==> src/rtl/counter_arbiter.sv <==
// Round-robin arbiter that time-shares one external down-counter among NREQ requesters.
// Each grant loads the winner's length, decrements to zero, then pulses done to the owner.
module counter_arbiter #(
    parameter int NREQ = 4,
    parameter int W    = 4
) (
    input  logic              clock,
    input  logic              reset,
    input  logic [NREQ-1:0]   req,
    input  logic [NREQ*W-1:0] len,
    output logic [NREQ-1:0]   grant,
    output logic [NREQ-1:0]   done,
    output logic              busy,
    output logic              cnt_latch,
    output logic [W-1:0]      cnt_in,
    output logic              cnt_dec,
    input  logic              cnt_zero
);

    localparam int unsigned N  = NREQ;
    localparam int          PW = (NREQ > 1) ? $clog2(NREQ) : 1;

    typedef enum logic [1:0] {
        IDLE,
        LOAD,
        RUN,
        DONE
    } state_t;

    state_t          state;
    logic [PW-1:0]   ptr;
    logic [PW-1:0]   owner;
    logic [W-1:0]    len_q;

    logic            found;
    logic [PW-1:0]   win;
    logic [PW-1:0]   idx;
    logic [W-1:0]    win_len;
    logic [W-1:0]    lens [NREQ];

    for (genvar g = 0; g < NREQ; g++) begin : g_lens
        assign lens[g] = len[g*W +: W];
    end

    // First requesting index at or after ptr, wrapping modulo NREQ.
    always_comb begin
        int unsigned s;
        s     = 0;
        found = 1'b0;
        win   = '0;
        idx   = '0;
        for (int unsigned k = 0; k < N; k++) begin
            s = 32'(ptr) + k;
            if (s >= N) s = s - N;
            idx = PW'(s);
            if (!found && req[idx]) begin
                found = 1'b1;
                win   = idx;
            end
        end
        win_len = lens[win];
    end

    // Counter strobes follow the state directly so the decrement stops on the same
    // cycle the shared counter reports zero.
    assign busy      = (state != IDLE);
    assign cnt_latch = (state == LOAD);
    assign cnt_in    = (state == LOAD) ? len_q : '0;
    assign cnt_dec   = (state == RUN) && !cnt_zero;

    always_ff @(posedge clock) begin
        if (reset) begin
            state <= IDLE;
            ptr   <= '0;
            owner <= '0;
            len_q <= '0;
            grant <= '0;
            done  <= '0;
        end else begin
            case (state)
                IDLE: begin
                    done <= '0;
                    if (found) begin
                        grant      <= '0;
                        grant[win] <= 1'b1;
                        owner      <= win;
                        len_q      <= win_len;
                        state      <= LOAD;
                    end
                end
                LOAD: begin
                    state <= RUN;
                end
                RUN: begin
                    if (cnt_zero) begin
                        done  <= grant;
                        state <= DONE;
                    end
                end
                DONE: begin
                    done  <= '0;
                    grant <= '0;
                    ptr   <= (owner == PW'(N - 1)) ? '0 : owner + PW'(1);
                    state <= IDLE;
                end
                default: begin
                    state <= IDLE;
                end
            endcase
        end
    end

endmodule

==> config.mk <==
export PLATFORM = sky130hd
export DESIGN_NAME = counter_arbiter
export DESIGN_NICKNAME = d
export VERILOG_FILES = /design/src/rtl/counter_arbiter.sv
export SDC_FILE = /design/constraint.sdc
export NUM_CORES = 1
export LEC_CHECK = 0
export ABC_AREA = 1
export BUFFER_PORTS_ARGS = -buffer_cell sky130_fd_sc_hd__buf_2
export CAP_MARGIN = 5
export CORE_MARGIN = 2
export CORE_UTILIZATION = 55
export CTS_CLUSTER_DIAMETER = 200
export CTS_CLUSTER_SIZE = 30
export DETAILED_ROUTE_END_ITERATION = 8
export PLACE_DENSITY_LB_ADDON = 0.3
export SYNTH_ARGS = -nofsm -noshare
export SYNTH_HDL_FRONTEND = slang
export SYNTH_SLANG_ARGS = --single-unit
==> constraint.sdc <==
create_clock -name clock -period 3.5 [get_ports clock]
set_clock_uncertainty 0.1 [all_clocks]
set_input_delay 0.175 -clock clock [delete_from_list [all_inputs] [get_ports clock]]
set_output_delay 0.175 -clock clock [all_outputs]
set_load 0.02 [all_outputs]
==> flow_metrics.py, run 1 <==
metrics = {
    "final_layout": {
        "number_of_inserted_diodes": 0,
        "layout.cell_area.non_filler_um2": 1538,
        "fraction_of_layout_instances_using_a_drive_strength_above_1": 0.2602,
        "layout.filler_cells": 213,
        "multi_input_area_um2": 824.5,
        "flow.area_growth_from_synthesis_pct": 16.16,
        "layout.nets": 275,
        "regArea_um2": 360.3,
    },
    "yosys": {
        "yosys_warnings": 0,
        "yosys.cell_types.count": 24,
        "synth_fp_nets": 238,
        "post-synth-top-area-fraction": 0.2722,
        "ys_seq_area_frac": 0.2722,
        "syn_area_per_cell_um2": 6.304,
        "synth_top_area_cell": "sky130_fd_sc_hd__dfxtp_1",
        "netlist_instances": 210,
        "cell_types_occupying_the_most_area_after_synthesis": "sky130_fd_sc_hd__dfxtp_1, sky130_fd_sc_hd__nand2_1, sky130_fd_sc_hd__nand3_1, sky130_fd_sc_hd__inv_1, sky130_fd_sc_hd__a21oi_1",
        "netlist_area_um2": 1324,
        "ys_seq_elements": 18,
    },
    "pwr": {
        "p_leak_nw": 0.8713,
        "powerDensity_nw_per_um2": 784.8,
        "vdd_drop_max_mv": 0.5058,
        "power.total_mw": 1.207,
    },
    "die": {
        "floorplan.rows": 17,
        "chipHeight_um": 53.06,
        "initial_utilization": 0.5871,
        "ios": 38,
        "die_area_um2": 2815,
        "die_x_um": 53.06,
        "design.core.area_um2": 2255,
    },
    "worst_hold_path": {
        "endpoint_worst_hold": "len_q[2]",
        "worst_hold_path_type": "primary input to flip-flop",
        "hold_depth": 5,
        "worstHoldStart": "len[2]",
    },
    "global_routing": {
        "use_met1": 0.3304,
        "most_heavily_used_metal_layer_in_global_routing": "met2",
        "grt_pass1_wl_mm": 4.899,
        "vias_in_the_first_global_route": 1174,
        "overflow_after_grt": 0,
        "grt_max_degree": 18,
        "grt_util_met3": 0.05932,
        "antenna_found_initial": 0,
        "grtUsageMet2": 0.3500,
        "global_route.usage.total": 0.2340,
    },
    "route": {
        "drt_first_pass_iters": 4,
        "detailedRoute.firstIterationViolations": 40,
        "totalWireLength_mm": 2.969,
        "detailroute.via_count": 1380,
        "detail-route-antenna-nets": 0,
        "vias_per_cell": 5.036,
        "drc_errors": 0,
        "routed_wl_per_cell_um": 10.84,
    },
    "setup_path": {
        "worst_reg_to_reg_cells": 11,
        "startpoint_type": "flip-flop",
        "worst_ep_arrival_time_ns": 2.47,
        "timing.critical_path.from": "ptr[0]",
        "worst-r2r-setup-slack_ns": 1.13,
        "critical_path.endpoint_type": "flip-flop",
        "worstReg2RegEnd": "len_q[2]",
        "crit_path_max_fanout": 17,
        "criticalPathCategory": "flip-flop to flip-flop",
        "worst_r2r_startpoint": "ptr[0]",
        "required_ns": 3.60,
    },
    "sta": {
        "finalCriticalPeriod_ns": 2.368,
        "report.final.slew_viol_count": 0,
        "timing.setup.tns_ns": 0,
        "timing.final.hold_violations": 0,
        "max-slew-margin-rel": 0.5495,
        "final.hold.worst_slack_ns": 0.08377,
        "rsz0062_at_grt": "false",
        "max_clock_freq_ghz": 0.4223,
        "period_share": 0.6765,
        "max_slew.worst_pin.slew_ns": 0.6748,
        "final_critical_path_setup_slack_ns": 1.132,
        "timing.final.setup_violations": 0,
    },
    "cts": {
        "cts_made_buffers": 3,
        "cts_repair_resize_count": 0,
        "cts_setup_buffers": 0,
        "cts.sinks": 18,
        "clock_latency_ns": 0.30,
        "hold_buffers": 0,
        "cts_root_buf": "sky130_fd_sc_hd__clkbuf_4",
        "cts-root-to-sink-buffers": 2,
        "cts_tree": "yes",
        "h_tree_level_count": 1,
        "clk_pin_slew_worst_paths_ns": 0.11,
    },
    "placement": {
        "post-dp-hpwl_mm": 2.299,
        "place_congestion": 0.8337,
        "io_buffers": 37,
        "postPlaceCellArea_um2": 1501,
        "dp_slack_ns": 1.181,
    },
    "job": {
        "cap_violations": 0,
    },
    "outcome": {
        "run_status": "complete, no violations",
    },
}
[worst max path at each step]
stage / endpoint / cells after the start
floorplan: grant[2] / 14
global placement: len_q[2] / 11
detailed placement: len_q[2] / 11
CTS: len_q[2] / 11
global route: len_q[2] / 11
finish: len_q[2] / 11
[cell families (layout without fill, tap and decap cells)]
family                   after synthesis  count (layout)  synth area share
flip-flops                            18              18            0.2722
AO/OA/AOI/OAI                         30              30            0.1295
adder cells (fa/ha/maj)                5               5           0.04726
buffers and inverters                 30              66            0.1049
AND/OR/NAND/NOR                      127             127            0.4461
[final cells by class]
type	count	area share
clock buffers	4	0.02360
multi-input cells	162	0.5362
flip-flops and latches	18	0.2343
repair buffers	37	0.1204
inverters	25	0.06265
well taps	28	0.02278
[cell usage after synthesis (all sizes together)]
cell / n
a21oi: 14
a22oi: 2
buf: 4
clkbuf: 1
dfxtp: 18
ha: 5
inv: 25
nand2: 80
nand3: 25
nand4: 2
nor2: 20
o211a: 1
o21ai: 13
[flip-flops by register name, summed over array words and instances (netlist names)]
signal / flops
grant: 4
owner: 2
ptr: 2
len_q: 4
state: 2
done: 4
[placed cells by master, fill, tap and decap left out, drive strengths merged]
cell    instances
buf            37
a21oi          14
dfxtp          18
nand2          80
nand4           2
inv            25
nor2           20
o211a           1
nand3          25
ha              5
clkbuf          4
o21ai          13
a22oi           2
[worst max-delay path, cell delays in order, from the launching register on]
cell	delay, ns
sky130_fd_sc_hd__dfxtp_1	0.77
sky130_fd_sc_hd__inv_4	0.13
sky130_fd_sc_hd__nand2_1	0.14
sky130_fd_sc_hd__nand3_1	0.12
sky130_fd_sc_hd__nand2_2	0.13
sky130_fd_sc_hd__nor2_4	0.07
sky130_fd_sc_hd__nand3_1	0.09
sky130_fd_sc_hd__nand3_1	0.29
sky130_fd_sc_hd__nand3_1	0.19
sky130_fd_sc_hd__nand3_1	0.10
sky130_fd_sc_hd__nor2_1	0.10
sky130_fd_sc_hd__nor2_1	0.05
[through the flow]
stage | utilization | cells
6_report | 0.6820 | 274
5_1_grt | 0.6820 | 274
4_1_cts | 0.6820 | 274
3_5_place_dp | 0.6659 | 270
3_3_place_gp | 0.6659 | 270
2_1_floorplan | - | 210
[power by group]
group          switching, mW  total, mW  internal, mW  leakage [nW]
Combinational          0.504      0.752         0.248         0.703
Clock                 0.0682      0.132        0.0635        0.0210
Sequential            0.0537      0.323         0.270         0.148
Total                  0.626       1.21         0.581         0.871
[metal layers]
metal / vias up / wire length [um]
li1: 741 / -
met5: - / 0
met3: 6 / 218
met2: 50 / 1260
met1: 583 / 1456
met4: 0 / 34
Note: power is estimated with default switching activity, not from simulation.
==> run 2: changes to the inputs <==
--- a/config.mk
+++ b/config.mk
@@ -9,7 +9,7 @@
 export BUFFER_PORTS_ARGS = -buffer_cell sky130_fd_sc_hd__buf_2
 export CAP_MARGIN = 5
 export CORE_MARGIN = 2
-export CORE_UTILIZATION = 55
+export CORE_UTILIZATION = 51
 export CTS_CLUSTER_DIAMETER = 200
 export CTS_CLUSTER_SIZE = 30
 export DETAILED_ROUTE_END_ITERATION = 8
==> constraint.sdc (replaced) <==
create_clock -name clock -period 2.2 [get_ports clock]
set_clock_uncertainty 0.1 [all_clocks]
set_input_delay 0.11 -clock clock [delete_from_list [all_inputs] [get_ports clock]]
set_output_delay 0.11 -clock clock [all_outputs]
set_load 0.02 [all_outputs]
==> flow_metrics.py, run 2 (synthesized netlist as in run 1, its figures left out) <==
metrics = {
    "pwr": {
        "power.switching_fraction": 0.5140,
        "power_report.internal_total_mw": 0.9383,
        "combinational_power_share": 0.632,
        "p_leak_nw": 0.8892,
        "netSwitchingPower_mw": 0.9924,
        "power_frac_clock": 0.107,
        "vdd_drop_max_mv": 0.6689,
        "pwr-share-seq": 0.261,
        "powerDensity_nw_per_um2": 1233,
    },
    "setup_path": {
        "critical_path_s_largest_stage_delay_ns": 0.47,
        "worstReg2RegEnd": "len_q[0]",
        "critical_path.endpoint_type": "flip-flop",
        "crit_path_max_fanout": 10,
        "worst_ep_arrival_time_ns": 2.03,
        "required_ns": 2.29,
        "worst-r2r-setup-slack_ns": 0.25,
        "worst_reg_to_reg_cells": 13,
        "path_cells": "inv_4 -> nand2_1 -> nand3_1 -> nand2_2 -> nor2_4 -> nand3_1 -> inv_1 -> nor2_2 -> nor2_1 -> nand2_1 -> nand2_1 -> nor2_1 -> nor2_1",
        "critical-path-slowest-cell": "sky130_fd_sc_hd__dfxtp_2",
        "criticalPathCategory": "flip-flop to flip-flop",
        "worst_r2r_startpoint": "ptr[0]",
        "startpoint_type": "flip-flop",
    },
    "sta": {
        "max-slew-margin-rel": 0.7573,
        "final.hold.worst_slack_ns": 0.02277,
        "period_share": 0.8852,
        "max_clock_freq_ghz": 0.5135,
        "timing.setup.tns_ns": 0,
        "report.final.slew_viol_count": 0,
        "finalCriticalPeriod_ns": 1.947,
        "max_slew.worst_pin.slew_ns": 0.3640,
        "timing.final.hold_violations": 0,
        "timing.final.setup_violations": 0,
        "rsz0062_at_grt": "false",
    },
    "placement": {
        "post-dp-hpwl_mm": 2.344,
        "place_congestion": 0.8240,
        "io_buffers": 37,
        "numPlacedInstances": 274,
    },
    "final_layout": {
        "layout_common_cells": "sky130_fd_sc_hd__nand2_1, sky130_fd_sc_hd__buf_2, sky130_fd_sc_hd__inv_1, sky130_fd_sc_hd__nand3_1",
        "fraction_of_layout_instances_using_a_drive_strength_above_1": 0.2823,
        "final_core_util": 0.6318,
        "regArea_um2": 362.8,
        "flow.area_growth_from_synthesis_pct": 18.24,
        "layout.filler_cells": 258,
        "multi_input_area_um2": 832.0,
        "layout.cells.most_common": "sky130_fd_sc_hd__nand2_1",
        "layout.nets": 277,
        "leading_registers_by_flop_count": "done (4), grant (4), len_q (4)",
        "number_of_inserted_diodes": 0,
        "fin_cells": 278,
    },
    "die": {
        "design.core.area_um2": 2477,
        "floorplan.rows": 18,
        "ios": 38,
        "die_area_um2": 3019,
        "die_x_um": 54.95,
        "initial_utilization": 0.5343,
        "chipHeight_um": 54.95,
    },
    "worst_hold_path": {
        "hold_depth": 5,
        "worstHoldStart": "len[12]",
        "worst_hold_path_type": "primary input to flip-flop",
        "endpoint_worst_hold": "len_q[0]",
    },
    "global_routing": {
        "vias_in_the_first_global_route": 1199,
        "global_route.usage.total": 0.2218,
        "grt_max_degree": 13,
        "grt_pass1_wl_mm": 4.974,
        "antenna_found_initial": 0,
        "overflow_after_grt": 0,
    },
    "route": {
        "vias_per_cell": 5.029,
        "routed_wl_per_cell_um": 10.43,
        "drt_first_pass_iters": 4,
        "detailedRoute.firstIterationViolations": 20,
        "detail-route-antenna-nets": 0,
        "totalWireLength_mm": 2.899,
        "drc_errors": 0,
        "detailroute.via_count": 1398,
    },
    "job": {
        "cap_violations": 0,
    },
    "outcome": {
        "run_status": "complete, no violations",
    },
    "cts": {
        "cts_tree": "yes",
        "cts_setup_buffers": 0,
        "cts_repair_resize_count": 0,
        "h_tree_level_count": 1,
        "cts_root_buf": "sky130_fd_sc_hd__clkbuf_4",
        "cts-root-to-sink-buffers": 2,
        "hold_buffers": 0,
        "clk_pin_slew_worst_paths_ns": 0.11,
        "cts_made_buffers": 3,
        "clock_latency_ns": 0.29,
        "cts.sinks": 18,
    },
}
run 2: power groups by stage:
| stage | Combinational [mW] | Clock (mW) | Sequential (mW) |
|---|---|---|---|
| 6_report | 1.22 | 0.207 | 0.505 |
| 3_3_place_gp | 1.19 | 0 | 0.507 |
| 2_1_floorplan | 0.962 | 0 | 0.523 |
| 4_1_cts | 1.22 | 0.209 | 0.503 |
| 5_1_grt | 1.41 | 0.225 | 0.519 |
| 3_5_place_dp | 1.21 | 0 | 0.511 |
run 2: critical path: cells and delay by family (launching register included):
family | cells | cell delay, ns
buffers and inverters | 2 | 0.15
flip-flops | 1 | 0.47
AND/OR/NAND/NOR | 11 | 1.11
run 2: worst max path at each step:
| stage | from | endpoint | slack (ns) | depth (start not counted) |
|---|---|---|---|---|
| after floorplan | ptr[0] | grant[2] | 0.41 | 14 |
| after global placement | ptr[0] | len_q[0] | 0.18 | 12 |
| after detailed placement | ptr[0] | grant[2] | 0.13 | 12 |
| after CTS | ptr[0] | grant[2] | 0.10 | 12 |
| after global routing | ptr[0] | len_q[2] | 0.02 | 14 |
| final | ptr[0] | len_q[0] | 0.25 | 13 |
run 2: area by class of cell:
cell class,instances,area share
clock buffers,4,0.02318
inverters,25,0.06155
multi-input cells,162,0.5316
flip-flops and latches,18,0.2318
well taps,30,0.02398
repair buffers,39,0.1279
run 2: routing by layer:
metal | vias to the layer above | global-route usage | share of wire
met3 | 2 | 0.03495 | 0.039
li1 | 749 | - | -
met4 | 0 | 0.03659 | 0.0069
met1 | 615 | 0.3003 | 0.50
met2 | 32 | 0.3770 | 0.45
met5 | - | 0 | 0
run 2: through the flow:
stage / area (um^2) / total power, mW / worst slack, ns
6_report: 1565 / 1.931 / 0.2526
5_1_grt: 1565 / 2.151 / 0.02063
4_1_cts: 1555 / 1.927 / 0.1014
3_5_place_dp: 1519 / 1.717 / 0.1257
3_3_place_gp: 1519 / 1.700 / 0.1769
2_1_floorplan: 1324 / 1.485 / 0.4057
==> run 3: changes to the inputs <==
--- a/config.mk
+++ b/config.mk
@@ -9,7 +9,7 @@
 export BUFFER_PORTS_ARGS = -buffer_cell sky130_fd_sc_hd__buf_2
 export CAP_MARGIN = 5
 export CORE_MARGIN = 2
-export CORE_UTILIZATION = 51
+export CORE_UTILIZATION = 46
 export CTS_CLUSTER_DIAMETER = 200
 export CTS_CLUSTER_SIZE = 30
 export DETAILED_ROUTE_END_ITERATION = 8
==> constraint.sdc (replaced) <==
create_clock -name clock -period 1.6 [get_ports clock]
set_clock_uncertainty 0.1 [all_clocks]
set_input_delay 0.08 -clock clock [delete_from_list [all_inputs] [get_ports clock]]
set_output_delay 0.08 -clock clock [all_outputs]
set_load 0.02 [all_outputs]
==> flow_metrics.py, run 3 (synthesized netlist as in run 1, its figures left out) <==
metrics = {
    "outcome": {
        "run_status": "complete, but fails checks",
        "violations": "setup timing",
    },
    "setup_path": {
        "required_ns": 1.69,
        "critical_path.endpoint_type": "flip-flop",
        "worst_ep_arrival_time_ns": 1.98,
        "criticalPathCategory": "flip-flop to flip-flop",
        "worst_r2r_startpoint": "ptr[0]",
        "startpoint_type": "flip-flop",
        "crit_path_max_fanout": 6,
        "timing.critical_path.from": "ptr[0]",
    },
    "sta": {
        "final_critical_path_setup_slack_ns": -0.2893,
        "max_clock_freq_ghz": 0.5293,
        "timing.setup.tns_ns": -2.503,
        "period_share": 1.181,
        "max-slew-margin-rel": 0.8399,
        "final.hold.worst_slack_ns": 0.05296,
        "max_slew.worst_pin.slew_ns": 0.2376,
        "timing.final.hold_violations": 0,
        "rsz0062_at_grt": "true",
        "report.final.slew_viol_count": 0,
        "timing.final.setup_violations": 12,
        "finalCriticalPeriod_ns": 1.889,
    },
    "route": {
        "detailedRoute.firstIterationViolations": 56,
        "m1WireLength_mm": 1.590,
        "detail-route-antenna-nets": 0,
        "topRoutingLayerUsed": "met4",
        "detailroute.via_count": 1536,
        "vias_per_cell": 4.987,
        "totalWireLength_mm": 3.609,
        "drc_errors": 0,
        "drt_first_pass_iters": 5,
        "wl_met3_um": 163,
        "route.met2.wl_mm": 1.824,
        "routed_wl_per_cell_um": 11.72,
    },
    "cts": {
        "cts.sinks": 18,
        "clock_latency_ns": 0.29,
        "clk_pin_slew_worst_paths_ns": 0.11,
        "h_tree_level_count": 1,
        "cts_root_buf": "sky130_fd_sc_hd__clkbuf_4",
        "cts-root-to-sink-buffers": 2,
        "cts_made_buffers": 3,
        "cts_tree": "yes",
    },
    "global_routing": {
        "vias_in_the_first_global_route": 1406,
        "grt_max_degree": 12,
        "global_route.usage.total": 0.2227,
        "grt_pass1_wl_mm": 5.927,
        "overflow_after_grt": 0,
        "antenna_found_initial": 0,
    },
    "final_layout": {
        "leading_registers_by_flop_count": "done (4), grant (4), len_q (4)",
        "number_of_inserted_diodes": 0,
        "flow.area_growth_from_synthesis_pct": 50.57,
        "fraction_of_layout_instances_using_a_drive_strength_above_1": 0.4513,
        "layout_common_cells": "sky130_fd_sc_hd__nand2_1, sky130_fd_sc_hd__buf_2, sky130_fd_sc_hd__nand3_1",
        "layout.filler_cells": 227,
        "layout.nets": 306,
        "layout.cells.most_common": "sky130_fd_sc_hd__nand2_1",
    },
    "die": {
        "chipHeight_um": 57.65,
        "ios": 38,
        "die_x_um": 57.65,
        "floorplan.rows": 19,
        "die_area_um2": 3323,
        "design.core.area_um2": 2734,
        "initial_utilization": 0.4842,
    },
    "placement": {
        "post-dp-hpwl_mm": 2.514,
        "io_buffers": 37,
        "place_congestion": 0.7820,
    },
    "pwr": {
        "vdd_drop_max_mv": 1.385,
        "powerDensity_nw_per_um2": 1750,
        "p_leak_nw": 1.078,
    },
    "job": {
        "cap_violations": 0,
    },
    "worst_hold_path": {
        "worstHoldStart": "len[0]",
        "worst_hold_path_type": "primary input to flip-flop",
    },
}
[run 3: final cells by class]
| cell class | instances | area (um^2) | area share |
|---|---|---|---|
| clock buffers | 4 | 36.28 | 0.01820 |
| well taps | 31 | 38.79 | 0.01946 |
| inverters | 25 | 101.3 | 0.05085 |
| multi-input cells | 163 | 998.5 | 0.5009 |
| flip-flops and latches | 18 | 369.1 | 0.1852 |
| repair buffers | 67 | 449.2 | 0.2254 |
[run 3: final timing paths]
kind	endpoint	slack [ns]	cells after the start
setup / recovery	len_q[2]	-0.29	15
hold / removal	len_q[0]	0.05	5
setup reg to reg	len_q[2]	-0.29	15
hold reg to reg	done[2]	0.37	2
[run 3: power by group]
group          leakage, nW  switching (mW)  internal, mW
sequential           0.149           0.106         0.596
combinational        0.908            1.45          1.06
clock               0.0210           0.144         0.138
[run 3: through the flow]
stage	cells	utilization	worst slack, ns	instance area, um^2	power [mW]
4_1_cts	306	0.6892	-0.2263	1884	3.236
6_report	308	0.7291	-0.2893	1993	3.489
5_1_grt	308	0.7291	-0.3945	1993	3.787
3_5_place_dp	292	0.6165	-0.3491	1685	2.709
2_1_floorplan	210	-	-0.1380	1368	2.121
3_3_place_gp	292	0.6165	-0.3058	1685	2.675
[run 3: what timing repair did]
action	4_1_cts	5_1_grt
pin swaps	13	18
endpoints found under the hold margin	10	0
endpoints found under the setup margin	12	17
resized for setup	23	28
hold buffers	5	0
buffers inserted	4	2
cloned	1	0
[run 3: per-layer routing]
layer  up-vias  GRT usage
li1        805          -
met1       686     0.2841
met2        41     0.3945
met3         4    0.02455
met4         0    0.06645
met5         -          0
[run 3: worst max-delay path, cell delays in order (launching register included)]
cell and delay (ns):
sky130_fd_sc_hd__dfxtp_4 0.40, sky130_fd_sc_hd__buf_6 0.15, sky130_fd_sc_hd__nand2_4 0.07, sky130_fd_sc_hd__nand2_4 0.05, sky130_fd_sc_hd__nand2_4 0.07, sky130_fd_sc_hd__nand2_4 0.06
sky130_fd_sc_hd__nor2_4 0.17, sky130_fd_sc_hd__nand3_2 0.11, sky130_fd_sc_hd__nand2_4 0.14, sky130_fd_sc_hd__nand2_8 0.08, sky130_fd_sc_hd__nand2_4 0.06, sky130_fd_sc_hd__inv_2 0.04
sky130_fd_sc_hd__nand2_1 0.04, sky130_fd_sc_hd__nand2_1 0.04, sky130_fd_sc_hd__nor2_1 0.13, sky130_fd_sc_hd__nor2_1 0.06
